<file path="src/rtl/gb_pkg.sv">
// Shared types for the gbprocessor front end: ALU/register field codes,
// the buffered instruction entry and the feeder FSM state encoding.
package gb_pkg;

  localparam logic [2:0] ALU_ADD = 3'd0;
  localparam logic [2:0] ALU_ADC = 3'd1;
  localparam logic [2:0] ALU_SUB = 3'd2;
  localparam logic [2:0] ALU_SBC = 3'd3;
  localparam logic [2:0] ALU_AND = 3'd4;
  localparam logic [2:0] ALU_XOR = 3'd5;
  localparam logic [2:0] ALU_OR  = 3'd6;
  localparam logic [2:0] ALU_CP  = 3'd7;

  localparam logic [2:0] REG_B  = 3'd0;
  localparam logic [2:0] REG_C  = 3'd1;
  localparam logic [2:0] REG_D  = 3'd2;
  localparam logic [2:0] REG_E  = 3'd3;
  localparam logic [2:0] REG_H  = 3'd4;
  localparam logic [2:0] REG_L  = 3'd5;
  localparam logic [2:0] REG_HL = 3'd6;
  localparam logic [2:0] REG_A  = 3'd7;

  typedef struct packed {
    logic [7:0] instruction;
    logic [7:0] data;
  } gb_entry_t;

  typedef enum logic [1:0] {
    ST_IDLE,
    ST_ISSUE,
    ST_GAP
  } feeder_state_e;

endpackage

</file>
<file path="src/rtl/gb_sync_fifo.sv">
// Single-clock FIFO of instruction entries with occupancy count.
// Push is refused when full, pop is refused when empty.
module gb_sync_fifo
  import gb_pkg::*;
#(
  parameter int DEPTH = 8,
  parameter int WIDTH = $bits(gb_entry_t),
  localparam int AW = (DEPTH > 1) ? $clog2(DEPTH) : 1,
  localparam int LW = $clog2(DEPTH + 1)
) (
  input  logic             clock,
  input  logic             reset,
  input  logic             i_push,
  input  logic             i_pop,
  input  logic [WIDTH-1:0] i_wdata,
  output logic [WIDTH-1:0] o_rdata,
  output logic             o_full,
  output logic             o_empty,
  output logic [LW-1:0]    o_level
);

  logic [WIDTH-1:0] r_mem [DEPTH];
  logic [AW-1:0]    r_wr_ptr;
  logic [AW-1:0]    r_rd_ptr;
  logic [LW-1:0]    r_level;
  logic             w_push;
  logic             w_pop;

  assign o_full  = (r_level == LW'(DEPTH));
  assign o_empty = (r_level == '0);
  assign o_level = r_level;
  assign o_rdata = r_mem[r_rd_ptr];

  // Fullness is judged on the registered level, so a pop never frees a slot
  // for a push in the same cycle.
  assign w_push = i_push && !o_full;
  assign w_pop  = i_pop && !o_empty;

  always_ff @(posedge clock) begin
    if (reset) begin
      r_wr_ptr <= '0;
      r_rd_ptr <= '0;
      r_level  <= '0;
    end else begin
      if (w_push) r_wr_ptr <= r_wr_ptr + 1'b1;
      if (w_pop)  r_rd_ptr <= r_rd_ptr + 1'b1;
      case ({w_push, w_pop})
        2'b10:   r_level <= r_level + 1'b1;
        2'b01:   r_level <= r_level - 1'b1;
        default: r_level <= r_level;
      endcase
    end
  end

  always_ff @(posedge clock) begin
    if (w_push) r_mem[r_wr_ptr] <= i_wdata;
  end

endmodule

</file>
<file path="src/rtl/gb_instr_feeder.sv">
// Buffers instruction/operand pairs and issues them to gbprocessor as
// single-cycle valid pulses separated by ISSUE_GAP idle cycles.
module gb_instr_feeder
  import gb_pkg::*;
#(
  parameter int DEPTH     = 8,
  parameter int ISSUE_GAP = 0,
  parameter int CNT_W     = 16,
  localparam int LW = $clog2(DEPTH + 1)
) (
  input  logic             clock,
  input  logic             reset,
  input  logic             in_valid,
  output logic             in_ready,
  input  logic [7:0]       in_instruction,
  input  logic [7:0]       in_data,
  input  logic             enable,
  output logic [7:0]       instruction,
  output logic [7:0]       data,
  output logic             valid,
  output logic [LW-1:0]    level,
  output logic [CNT_W-1:0] issued_count
);

  localparam logic [7:0] GAP_LOAD = (ISSUE_GAP == 0) ? 8'd0 : 8'(ISSUE_GAP - 1);

  gb_entry_t     w_wr_entry;
  gb_entry_t     w_rd_entry;
  logic          w_full;
  logic          w_empty;
  logic          w_can_issue;
  logic          w_issue;
  feeder_state_e r_state;
  feeder_state_e w_state_nxt;
  logic [7:0]    r_gap;
  logic [7:0]    w_gap_nxt;
  logic          r_valid;
  logic [7:0]    r_instr;
  logic [7:0]    r_data;
  logic [CNT_W-1:0] r_cnt;

  assign w_wr_entry = '{instruction: in_instruction, data: in_data};
  assign in_ready   = !w_full;

  gb_sync_fifo #(
    .DEPTH (DEPTH),
    .WIDTH ($bits(gb_entry_t))
  ) u_fifo (
    .clock   (clock),
    .reset   (reset),
    .i_push  (in_valid),
    .i_pop   (w_issue),
    .i_wdata (w_wr_entry),
    .o_rdata (w_rd_entry),
    .o_full  (w_full),
    .o_empty (w_empty),
    .o_level (level)
  );

  assign w_can_issue = enable && !w_empty;

  always_comb begin
    w_state_nxt = r_state;
    w_gap_nxt   = r_gap;
    w_issue     = 1'b0;
    case (r_state)
      ST_IDLE: begin
        if (w_can_issue) begin
          w_issue     = 1'b1;
          w_state_nxt = ST_ISSUE;
        end
      end
      ST_ISSUE: begin
        // With no gap this cycle doubles as an IDLE decision, giving one issue per cycle.
        if (ISSUE_GAP == 0) begin
          w_issue     = w_can_issue;
          w_state_nxt = w_can_issue ? ST_ISSUE : ST_IDLE;
        end else begin
          w_gap_nxt   = GAP_LOAD;
          w_state_nxt = ST_GAP;
        end
      end
      ST_GAP: begin
        if (r_gap == 8'd0) w_state_nxt = ST_IDLE;
        else               w_gap_nxt   = r_gap - 8'd1;
      end
      default: w_state_nxt = ST_IDLE;
    endcase
  end

  always_ff @(posedge clock) begin
    if (reset) begin
      r_state <= ST_IDLE;
      r_gap   <= 8'd0;
      r_valid <= 1'b0;
      r_instr <= 8'h00;
      r_data  <= 8'h00;
      r_cnt   <= '0;
    end else begin
      r_state <= w_state_nxt;
      r_gap   <= w_gap_nxt;
      r_valid <= w_issue;
      if (w_issue) begin
        r_instr <= w_rd_entry.instruction;
        r_data  <= w_rd_entry.data;
        r_cnt   <= r_cnt + 1'b1;
      end
    end
  end

  assign valid        = r_valid;
  assign instruction  = r_instr;
  assign data         = r_data;
  assign issued_count = r_cnt;

endmodule

</file>
<file path="config.mk">
export PLATFORM = sky130hd
export DESIGN_NAME = gb_instr_feeder
export DESIGN_NICKNAME = d
export VERILOG_FILES = /design/src/rtl/gb_pkg.sv /design/src/rtl/gb_sync_fifo.sv /design/src/rtl/gb_instr_feeder.sv
export SDC_FILE = /design/constraint.sdc
export NUM_CORES = 1
export LEC_CHECK = 0
export ABC_AREA = 0
export BUFFER_PORTS_ARGS = -buffer_cell sky130_fd_sc_hd__buf_2
export CORE_MARGIN = 5
export CORE_UTILIZATION = 55
export DETAILED_ROUTE_END_ITERATION = 10
export PLACE_DENSITY = 0.74
export SETUP_SLACK_MARGIN = 0.5
export SLEW_MARGIN = 25
export SYNTH_ARGS = -nofsm -noshare
export SYNTH_HDL_FRONTEND = slang
export SYNTH_HIERARCHICAL = 1
export SYNTH_SLANG_ARGS = --single-unit
</file>
<file path="constraint.sdc">
create_clock -name clock -period 5.4 [get_ports clock]
set_input_delay 0.27 -clock clock [delete_from_list [all_inputs] [get_ports clock]]
set_output_delay 0.27 -clock clock [all_outputs]
set_load 0.01 [all_outputs]
</file>
==> impl_metrics.env <==
export IMPL_status="complete, no violations"
export IMPL_fmax_mhz=249
export IMPL_root_buffer="clkbuf_16"
export IMPL_cts_tree="done"
export IMPL_whs_ns=0.113
export IMPL_max_stage_delay_ns=0.71
export IMPL_routabilityCongestion=0.773
export IMPL_io_pins=58
export IMPL_synth_warnings=6
export IMPL_initial_core_util_pct=56.5
export IMPL_critical_path_arrival_ns=4.36
export IMPL_cts_sinks=174
export IMPL_clock_path_buffers=2
export IMPL_switching_share_pct=26.2
export IMPL_max_slew_margin_pct=33.5
export IMPL_cts_buffers_inserted=17
export IMPL_crit_path_end_kind="flip-flop"
export IMPL_n_fill_cell=855
export IMPL_drc=0
export IMPL_syn_inst=419
export IMPL_multi_input_area_sq_um=1980
export IMPL_post_cts_buffers=0
export IMPL_rrSetupSlack_ns=1.39
export IMPL_synth_area_top_cells="edfxtp_1 (56%), dfxtp_1 (13%), mux4_2 (11%)"
export IMPL_pre_cts_ws_ns=1.39
export IMPL_track_usage_pct=18.9
export IMPL_grt_pass1_wl_mm=20.8
export IMPL_worstHoldPathCells=1
export IMPL_grt_pass1_vias=3929
export IMPL_yosysTopAreaCellShare_pct=56.2
export IMPL_area_growth_pct=15.0
export IMPL_drt_iter0_markers=332
export IMPL_first_pass_iters=4
export IMPL_p_int_mw=2.46
export IMPL_setup_ws_ns=1.39
export IMPL_antenna_cells=0
export IMPL_hold_class="in -> reg"
export IMPL_drv_cap=0
export IMPL_globalRouteOverflowTotal=0
export IMPL_start_kind="flip-flop"
export IMPL_p_leak_nw=2.69
export IMPL_setup_tns_final_ns=0
export IMPL_cp_slowest_cell="nand2b_1"
export IMPL_drtAntennaViolNets=0
export IMPL_ys_types=45
export IMPL_rsz0062_at_grt="no"
export IMPL_hold_viol_final=0
export IMPL_avgRoutedWirePerCell_microns=19.4
export IMPL_seqCellArea_sq_um=4770
export IMPL_clk_latency_ns=0.42
export IMPL_clockPowerShare_pct=33.6
export IMPL_p_switching_mw=0.873
export IMPL_finalClockSkew_ns=0.00712
export IMPL_syn_mean_instance_area_sq_um=16.3
export IMPL_worstPathRequired_ns=5.75
export IMPL_dp_final_hpwl_mm=7.77
export IMPL_post_cts_resized=0
export IMPL_post_route_period_util_pct=74.3
export IMPL_yosys_register_bits=174
export IMPL_die_h_microns=122
export IMPL_worstPathMaxFanout=20
export IMPL_synth_fp_nets=445
export IMPL_drive_gt1_share_pct=31.6
export IMPL_most_common_layout_cells="edfxtp_1 (128), buf_2 (57), dfxtp_1 (44), nand2_1 (41), mux4_2 (32)"
export IMPL_pwr_share_comb_pct=17.8
export IMPL_syn_area_sq_um=6840
export IMPL_finalSetupViolations=0
export IMPL_worst_pin_slew_ns=0.995
export IMPL_r2r_cells=11
export IMPL_path_class="reg -> reg"
export IMPL_layout_commonest_cell="edfxtp_1"
export IMPL_final_nets=506
export IMPL_drt_wl_total_mm=12.8
export IMPL_ir_worst_vdd_mv=0.204
export IMPL_postCtsHoldBufs=0
export IMPL_antenna_found_initial=0
export IMPL_power_density_nw_per_um2=423
export IMPL_slew_viol_final=0
export IMPL_avgViaCountPerCell=5.62
export IMPL_die_width_microns=122
export IMPL_yosysSeqAreaShare_pct=69.6
export IMPL_crit_start="u_fifo/o_level[1]"
export IMPL_post_route_min_period_ns=4.01
export IMPL_die_area_sq_um=14800
export IMPL_path_clk_slew_ns=0.06
export IMPL_core_sq_um=12100
export IMPL_grt_start_max_net_pins=48
export IMPL_synth_top_cell_by_area="edfxtp_1"
export IMPL_rr_startpoint="u_fifo/o_level[1]"
export IMPL_htree_levels=4
export IMPL_path_cells="nor4_1, nand2b_1, inv_1, o41a_1, ha_1, xor2_1, ha_1, a21oi_1, xor2_1, or3_1, a21oi_1"
export IMPL_num_rows=40
export IMPL_power_frac_seq_pct=48.6
export IMPL_vias=3715
export IMPL_io_buffers=57
export IMPL_holdCritStartpoint="in_instruction[7]"
==> metal layers <==
metal	vias up	global-route usage (%)	routed length, microns	share of wire (%)
li1	1721	-	-	-
met1	1870	24.6	5150	40
met2	108	31.1	6680	52
met3	16	4.50	783	6.1
met4	0	7.28	207	1.6
met5	-	0	0	0
==> cells in the mapped netlist <==
library cell,count
buf_6,5
buf_1,4
nor3_1,6
or4_1,3
nor2_1,25
nand2_1,41
nand4b_1,1
xor2_2,1
a21oi_1,24
nand3b_1,1
nand2_8,1
a211o_1,1
nand2_4,1
and4b_1,2
clkbuf_1,8
mux2_2,17
xor2_1,11
o21ai_0,1
nor3b_1,1
nor4bb_1,1
o41a_1,1
and4_1,2
a21oi_2,1
nand4_1,4
mux2_4,1
edfxtp_1,128
mux4_2,32
nand2b_1,4
and3_2,1
or3_1,2
nand3_2,1
or4b_4,1
dfxtp_1,46
a21o_1,1
inv_1,6
buf_2,3
xnor2_1,5
nor2b_1,2
buf_4,1
mux2i_1,2
nand3_1,7
o31ai_1,3
ha_1,6
nor4_1,3
nand2_2,1
==> final timing paths <==
kind / end
worst max-delay path: u_fifo/o_level[2]
worst max register to register: u_fifo/o_level[2]
worst min-delay path: u_fifo/r_mem[7][15]
worst min register to register: data[1]
==> area by class of cell <==
cell class | instances | area share [%]
Clock buffer | 24 | 6.26
Tap cell | 168 | 2.67
Sequential cell | 174 | 60.6
Timing Repair Buffer | 63 | 4.29
Clock inverter | 8 | 0.731
Inverter | 6 | 0.286
Multi-Input combinational cell | 218 | 25.2
==> cell families after synthesis <==
group / Yosys count / synth area share, %
adder cells (fa/ha/maj): 6 / 1.10
buffers and inverters: 27 / 2.14
multiplexers: 52 / 13.8
AND/OR/NAND/NOR: 111 / 8.32
flip-flops: 174 / 69.6
XOR/XNOR: 17 / 2.29
AO/OA/AOI/OAI: 32 / 2.69
==> flip-flops by register name (all words and copies together), names as in the netlist, named ones only <==
signal,count
u_fifo/r_wr_ptr,3
issued_count,16
valid,1
u_fifo/r_rd_ptr,3
u_fifo/o_level,4
instruction,8
data,8
u_fifo/r_mem,128
==> critical path: cells and delay by family, from the launching register on <==
| kind | cells | cell delay (ns) |
|---|---|---|
| DFF | 1 | 0.39 |
| and+or+nand+nor | 3 | 1.59 |
| adders and majority gates | 2 | 0.48 |
| AOI/OAI and AO/OA | 3 | 0.65 |
| buffers and inverters | 1 | 0.56 |
| xor gates and xnor gates | 2 | 0.28 |
==> metrics by stage <==
step	std cells	total power [mW]	area (sq um)	utilization [%]
after global routing	661	3.48	7870	65.0
final	661	3.33	7870	65.0
after global placement	628	2.23	7310	60.3
after detailed placement	628	2.25	7310	60.3
after floorplan	419	2.09	6840	-
after CTS	660	3.37	7860	64.9
==> power by group through the flow <==
stage	Clock, mW	Sequential (mW)	Combinational, mW
after floorplan	0	1.64	0.447
after global placement	0	1.64	0.584
after detailed placement	0	1.65	0.603
after CTS	1.14	1.62	0.608
after global routing	1.19	1.63	0.659
final	1.12	1.62	0.594
Power figures use the tool's default switching activity.
